## src/rtl/ldm_stm_seq.sv

```systemverilog
// LDM/STM multi-register transfer sequencer: walks a 16-bit register list, one register per memory beat.
// Optional macro PC_LOAD_EN lets R15 take part in the transfer; an LDM of R15 then loads the PC.
module ldm_stm_seq #(
    parameter int ADDR_W = 32,
    parameter int DATA_W = 32
) (
    input  logic              clk,
    input  logic              reset,
    input  logic              start,
    input  logic              is_load,
    input  logic              incr,
    input  logic [15:0]       reg_list,
    input  logic [ADDR_W-1:0] base_addr,
    output logic              busy,
    output logic              done,
    output logic [3:0]        rf_ra,
    input  logic [DATA_W-1:0] rf_rd,
    output logic              rf_we,
    output logic [3:0]        rf_wa,
    output logic [DATA_W-1:0] rf_wd,
    output logic              pc_we,
    output logic [DATA_W-1:0] pc_wd,
    output logic              mem_req,
    output logic              mem_we,
    output logic [ADDR_W-1:0] mem_addr,
    output logic [DATA_W-1:0] mem_wdata,
    input  logic              mem_ready,
    input  logic [DATA_W-1:0] mem_rdata,
    output logic              wb_valid,
    output logic [ADDR_W-1:0] wb_addr
);

    typedef enum logic [1:0] {IDLE, XFER, FINISH} state_t;

    state_t            state, state_nxt;
    logic [15:0]       list_q, list_left, eff_list;
    logic              load_q;
    logic [3:0]        ra_q;
    logic [ADDR_W-1:0] addr_q, wb_q, span;
    logic [4:0]        cnt;
    logic              hs, last_beat;

    function automatic logic [4:0] popcount16(input logic [15:0] v);
        logic [4:0] c;
        c = '0;
        for (int i = 0; i < 16; i++) c = c + {4'd0, v[i]};
        return c;
    endfunction

    function automatic logic [3:0] lowest_set(input logic [15:0] v);
        logic [3:0] r;
        r = '0;
        for (int i = 15; i >= 0; i--) if (v[i]) r = 4'(i);
        return r;
    endfunction

`ifdef PC_LOAD_EN
    assign eff_list = reg_list;
`else
    assign eff_list = {1'b0, reg_list[14:0]};
`endif

    assign cnt       = popcount16(eff_list);
    assign span      = ADDR_W'({cnt, 2'b00});
    assign hs        = (state == XFER) && mem_ready;
    assign list_left = list_q & ~(16'd1 << ra_q);
    assign last_beat = (list_left == 16'd0);

    assign rf_ra    = ra_q;
    assign mem_addr = addr_q;
    assign wb_addr  = wb_q;

    always_ff @(posedge clk or posedge reset) begin
        if (reset) state <= IDLE;
        else       state <= state_nxt;
    end

    always_comb begin
        state_nxt = state;
        case (state)
            IDLE:    if (start) state_nxt = (cnt != 5'd0) ? XFER : FINISH;
            XFER:    if (hs && last_beat) state_nxt = FINISH;
            FINISH:  state_nxt = IDLE;
            default: state_nxt = IDLE;
        endcase
    end

    // Writeback value is fixed at start so FINISH needs no arithmetic of its own.
    always_ff @(posedge clk or posedge reset) begin
        if (reset) begin
            list_q <= '0;
            load_q <= 1'b0;
            ra_q   <= '0;
            addr_q <= '0;
            wb_q   <= '0;
        end else begin
            case (state)
                IDLE: begin
                    if (start) begin
                        list_q <= eff_list;
                        load_q <= is_load;
                        ra_q   <= lowest_set(eff_list);
                        addr_q <= incr ? base_addr : base_addr - span;
                        wb_q   <= incr ? base_addr + span : base_addr - span;
                    end
                end
                XFER: begin
                    if (hs) begin
                        list_q <= list_left;
                        ra_q   <= lowest_set(list_left);
                        addr_q <= addr_q + ADDR_W'(4);
                    end
                end
                default: ;
            endcase
        end
    end

    always_comb begin
        busy      = (state != IDLE);
        done      = (state == FINISH);
        wb_valid  = (state == FINISH);
        mem_req   = (state == XFER);
        mem_we    = (state == XFER) && !load_q;
        mem_wdata = (state == XFER) ? rf_rd : '0;
        rf_we     = 1'b0;
        rf_wa     = '0;
        rf_wd     = '0;
        pc_we     = 1'b0;
        pc_wd     = '0;
        if (hs && load_q) begin
`ifdef PC_LOAD_EN
            if (ra_q == 4'd15) begin
                pc_we = 1'b1;
                pc_wd = mem_rdata;
            end else begin
                rf_we = 1'b1;
                rf_wa = ra_q;
                rf_wd = mem_rdata;
            end
`else
            rf_we = 1'b1;
            rf_wa = ra_q;
            rf_wd = mem_rdata;
`endif
        end
    end

endmodule

```

## config.mk

```make
export PLATFORM = sky130hd
export DESIGN_NAME = ldm_stm_seq
export DESIGN_NICKNAME = d
export VERILOG_FILES = /design/src/rtl/ldm_stm_seq.sv
export SDC_FILE = /design/constraint.sdc
export NUM_CORES = 1
export LEC_CHECK = 0
export ABC_CLOCK_PERIOD_IN_PS = 4400
export CAP_MARGIN = 0
export CORE_MARGIN = 2
export CORE_UTILIZATION = 35
export CTS_BUF_LIST = sky130_fd_sc_hd__clkbuf_4 sky130_fd_sc_hd__clkbuf_8
export DETAILED_ROUTE_END_ITERATION = 8
export PLACE_DENSITY_LB_ADDON = 0.1
export RECOVER_POWER = 50
export SYNTH_ARGS = -nofsm -noshare
export SYNTH_HDL_FRONTEND = slang
export SYNTH_SLANG_ARGS = --single-unit
```

## constraint.sdc

```tcl
create_clock -name clk -period 4.4 [get_ports clk]
set_input_delay 0.44 -clock clk [delete_from_list [all_inputs] [get_ports clk]]
set_output_delay 0.44 -clock clk [all_outputs]
set_load 0.05 [all_outputs]
```

==> results.md <==
* Most common cell after layout, fill and taps aside: clkdlybuf4s50_1
* Required time reported for the critical path endpoint at 4650 ps
* Total power of the final layout at 0.00841 W
* Met3 Use GR at around 5.2%
* Endpoint type of the worst setup path: flip-flop
* Ys async rst share at 100%
* Antenna cells at 0
* Num Clock Sinks at 87
* Syn Std Cell Area at about 7300 um^2
* Grt met2 use at approximately 45%
* Number of synthesized register bits at 87
* Gate count after technology mapping at 909
* Total length of routed wires at 28.4 mm
* Portion of the clock cycle consumed by the worst path in the final layout at 114%
* Number of primary I/O pins at 293
* Yosys cell types at 77
* Most frequent cells in the layout: clkdlybuf4s50_1, nand2_1, dfrtp_1
* CTS H-Tree Depth at 3
* Avg WL per Cell at 19.4 um
* Slowest-stage cell, CP: fa_2
* Initial cell density of the core at a little over a third
* Layout Skew at 15.0 ps
* Power Density at 710 nW/um^2
* Failing checks: capacitance limit, slew limit, setup timing
* First-pass iteration count of the detailed router at 5
* Critical path launch point type: input port
* Height of the die at around 150 um
* Max Slew Vio Count at 69
* Kind of path behind the tightest hold check: input port to flip-flop
* CTS Buffer Depth at 2
* Pin count of the biggest net entering global routing at 42
* Global router's overall resource usage at 25.2%
* Number of warnings issued by yosys at 0
* Number of antenna violations at the first check in global routing at 0
* Critical path's top delay family: adder cells
* Clock tree root buffer cell: clkbuf_8
* Worst max-slew margin expressed relative to the limit at -32.0%
* Average size of a mapped cell at 8.02 um^2
* Number of failing hold endpoints at the final stage at 0
* Width of the chip at 148 um
* Final setup violation count at 56
* Share of the synthesized area in the top cell type at 29.9%
* Vias in the first global route at 7484
* Peak-usage layer in the global routing report: met2
* Post-route antenna net violation count at 0
* Most Frequent Cell on Critical Path: fa_1
* Number of buffer cells added on primary ports at 258
* Setup repair after global routing missed its margin: true
* Share of the yosys chip area belonging to registers at 29.9%
* Final min period at 5010 ps
* Finished layout cell area at 11800 um^2
* Crit Path Max Fanout at 6
* Vias per inst at about 5.4
* Worst hold slack after final layout at 448 ps
* Outcome: finished with violations
* Standard-cell rows at 52
* Detailed-placement wirelength estimate at 21.0 mm
* GR Util met1 at 30.9%
* Number of flops mapped to enable cells by yosys at 0
* Worst-case setup slack after placement at -1480 ps
* Leakage power total at just under 5 nW
* Violation count after the first detailed-route iteration at around 470
* Remaining global-route overflow at 0
* Final worst slack at -613 ps
* Cells traversed along the worst timing path: buf_6 > fa_1 > fa_1 > fa_1 > inv_1 > fa_1 > fa_2 > fa_2 > inv_4 > buf_12 > fa_2 > o21ba_4 > o21ai_4 > buf_12 > buf_8 > nor3_4 > a31oi_1 > xor2_1 > o21ai_1
* Most used flip-flop cell after synthesis: dfrtp_1
* Clock transition time at the flip-flop clock pins of the worst setup and hold paths at 90 ps
* Biggest area contributors in the synthesized netlist: dfrtp_1, and2_1, nand2_1, xor2_1, a21oi_1
* Largest stage delay on the critical path at 590 ps
* Setup tns final at -25900 ps
* Slew at the pin closest to its max-slew limit at 1970 ps
* Final estimated routing congestion in global placement at slightly below 0.9
* Max-capacitance violation count at 2
* WS Path Type: input port to flip-flop
* Fraction of layout cells with a size suffix above 1 at 20.6%
* Clock latency on the worst-skew pair at 380 ps
* Max frequency at 199 MHz
* Drt drc at 0
* Area grow syn2layout at 62.4%
* First-pass GRT wire length at around 43 mm
* Yosys top cell by area: dfrtp_1
* Die Outline Area at 22000 um^2
* Maximum VDD drop at 0.426 mV
* Vias at 7878
* Buffers & Inverters on Critical Path at 6
* Arrival time at the worst endpoint at 5260 ps
* Core Footprint at 20400 um^2
* Cell area after placement at 10800 um^2
* CTS tree: built
* Final nets at 1332
* Number of CTS-inserted buffers at 9
## routing by layer
layer / up-vias / routed length [um]
li1: 3718 / -
met1: 3761 / 10900
met2: 364 / 14600
met3: 35 / 2180
met4: 0 / 630
met5: - / 0
## state kept, by name (all words and copies together) (netlist names)
name and flops:
state 2, rf_ra 4, list_q 16, mem_addr 32, load_q 1, wb_addr 32
## stage by stage
stage | util, % | cells
finish | 58.1 | 1465
CTS | 57.4 | 1460
global route | 58.1 | 1465
global placement | 53.0 | 1432
floorplan | - | 941
detailed placement | 53.0 | 1432
## cell usage after synthesis (all sizes together), types with 8 or more instances
cell type	count
nand2	99
dfrtp	87
o21ai	74
and2	72
nor2	64
a21oi	54
clkbuf	49
buf	43
inv	35
xor2	31
nand3	25
xnor2	24
a31oi	23
nor3	19
nor4	19
and3	12
fa	12
ha	12
nand4	12
a211oi	11
mux2i	8
o22ai	8
## layout make-up
| cell class | count | area, um^2 |
|---|---|---|
| multi-input combinational | 727 | 5330 |
| inverter | 35 | 135 |
| tap | 270 | 338 |
| clock buffer | 11 | 151 |
| fill | 1815 | 8530 |
| sequential | 87 | 2180 |
| timing repair buffer | 330 | 3570 |
| clock inverter | 5 | 128 |
## timing repair
action / 4_1_cts / 5_1_grt
endpoints found under the hold margin: 0 / 0
setup buffers: 14 / 9
resized for setup: 127 / 23
hold buffers: 0 / 0
gates cloned: 2 / 0
pin swaps: 74 / 41
setup endpoints to repair: 60 / 58
## logic make-up after synthesis
logic type | share of synthesized area (%)
simple gates | 27.6
compound gates | 20.3
buf+inv | 8.53
flops | 29.9
xor+xnor | 6.61
fa+ha+maj | 5.36
mux | 1.72
other cells | 0.0515
## final timing paths
check,startpoint,end,slack (ps),depth (start not counted)
max in group asynchronous,reset,mem_addr[30],1230,3
max reg2reg,state[1],mem_addr[30],1710,6
min reg2reg,wb_addr[1],wb_addr[1],480,2
min in group asynchronous,reset,wb_addr[4],1010,2
min,reg_list[3],list_q[3],450,4
max,reg_list[0],wb_addr[10],-610,19
## tightest hold or removal path, stage by stage
cell	delay (ps)
buf_6	70
buf_4	110
nand2_1	90
nand2_1	80
## power by group
group	leakage [nW]	total (W)	switching (W)	internal (W)
Combinational	3.65	0.00598	0.00360	0.00237
Clock	0.136	0.000788	0.000322	0.000466
Sequential	1.05	0.00164	0.000482	0.00116
Note: power is estimated with default switching activity, not from simulation.
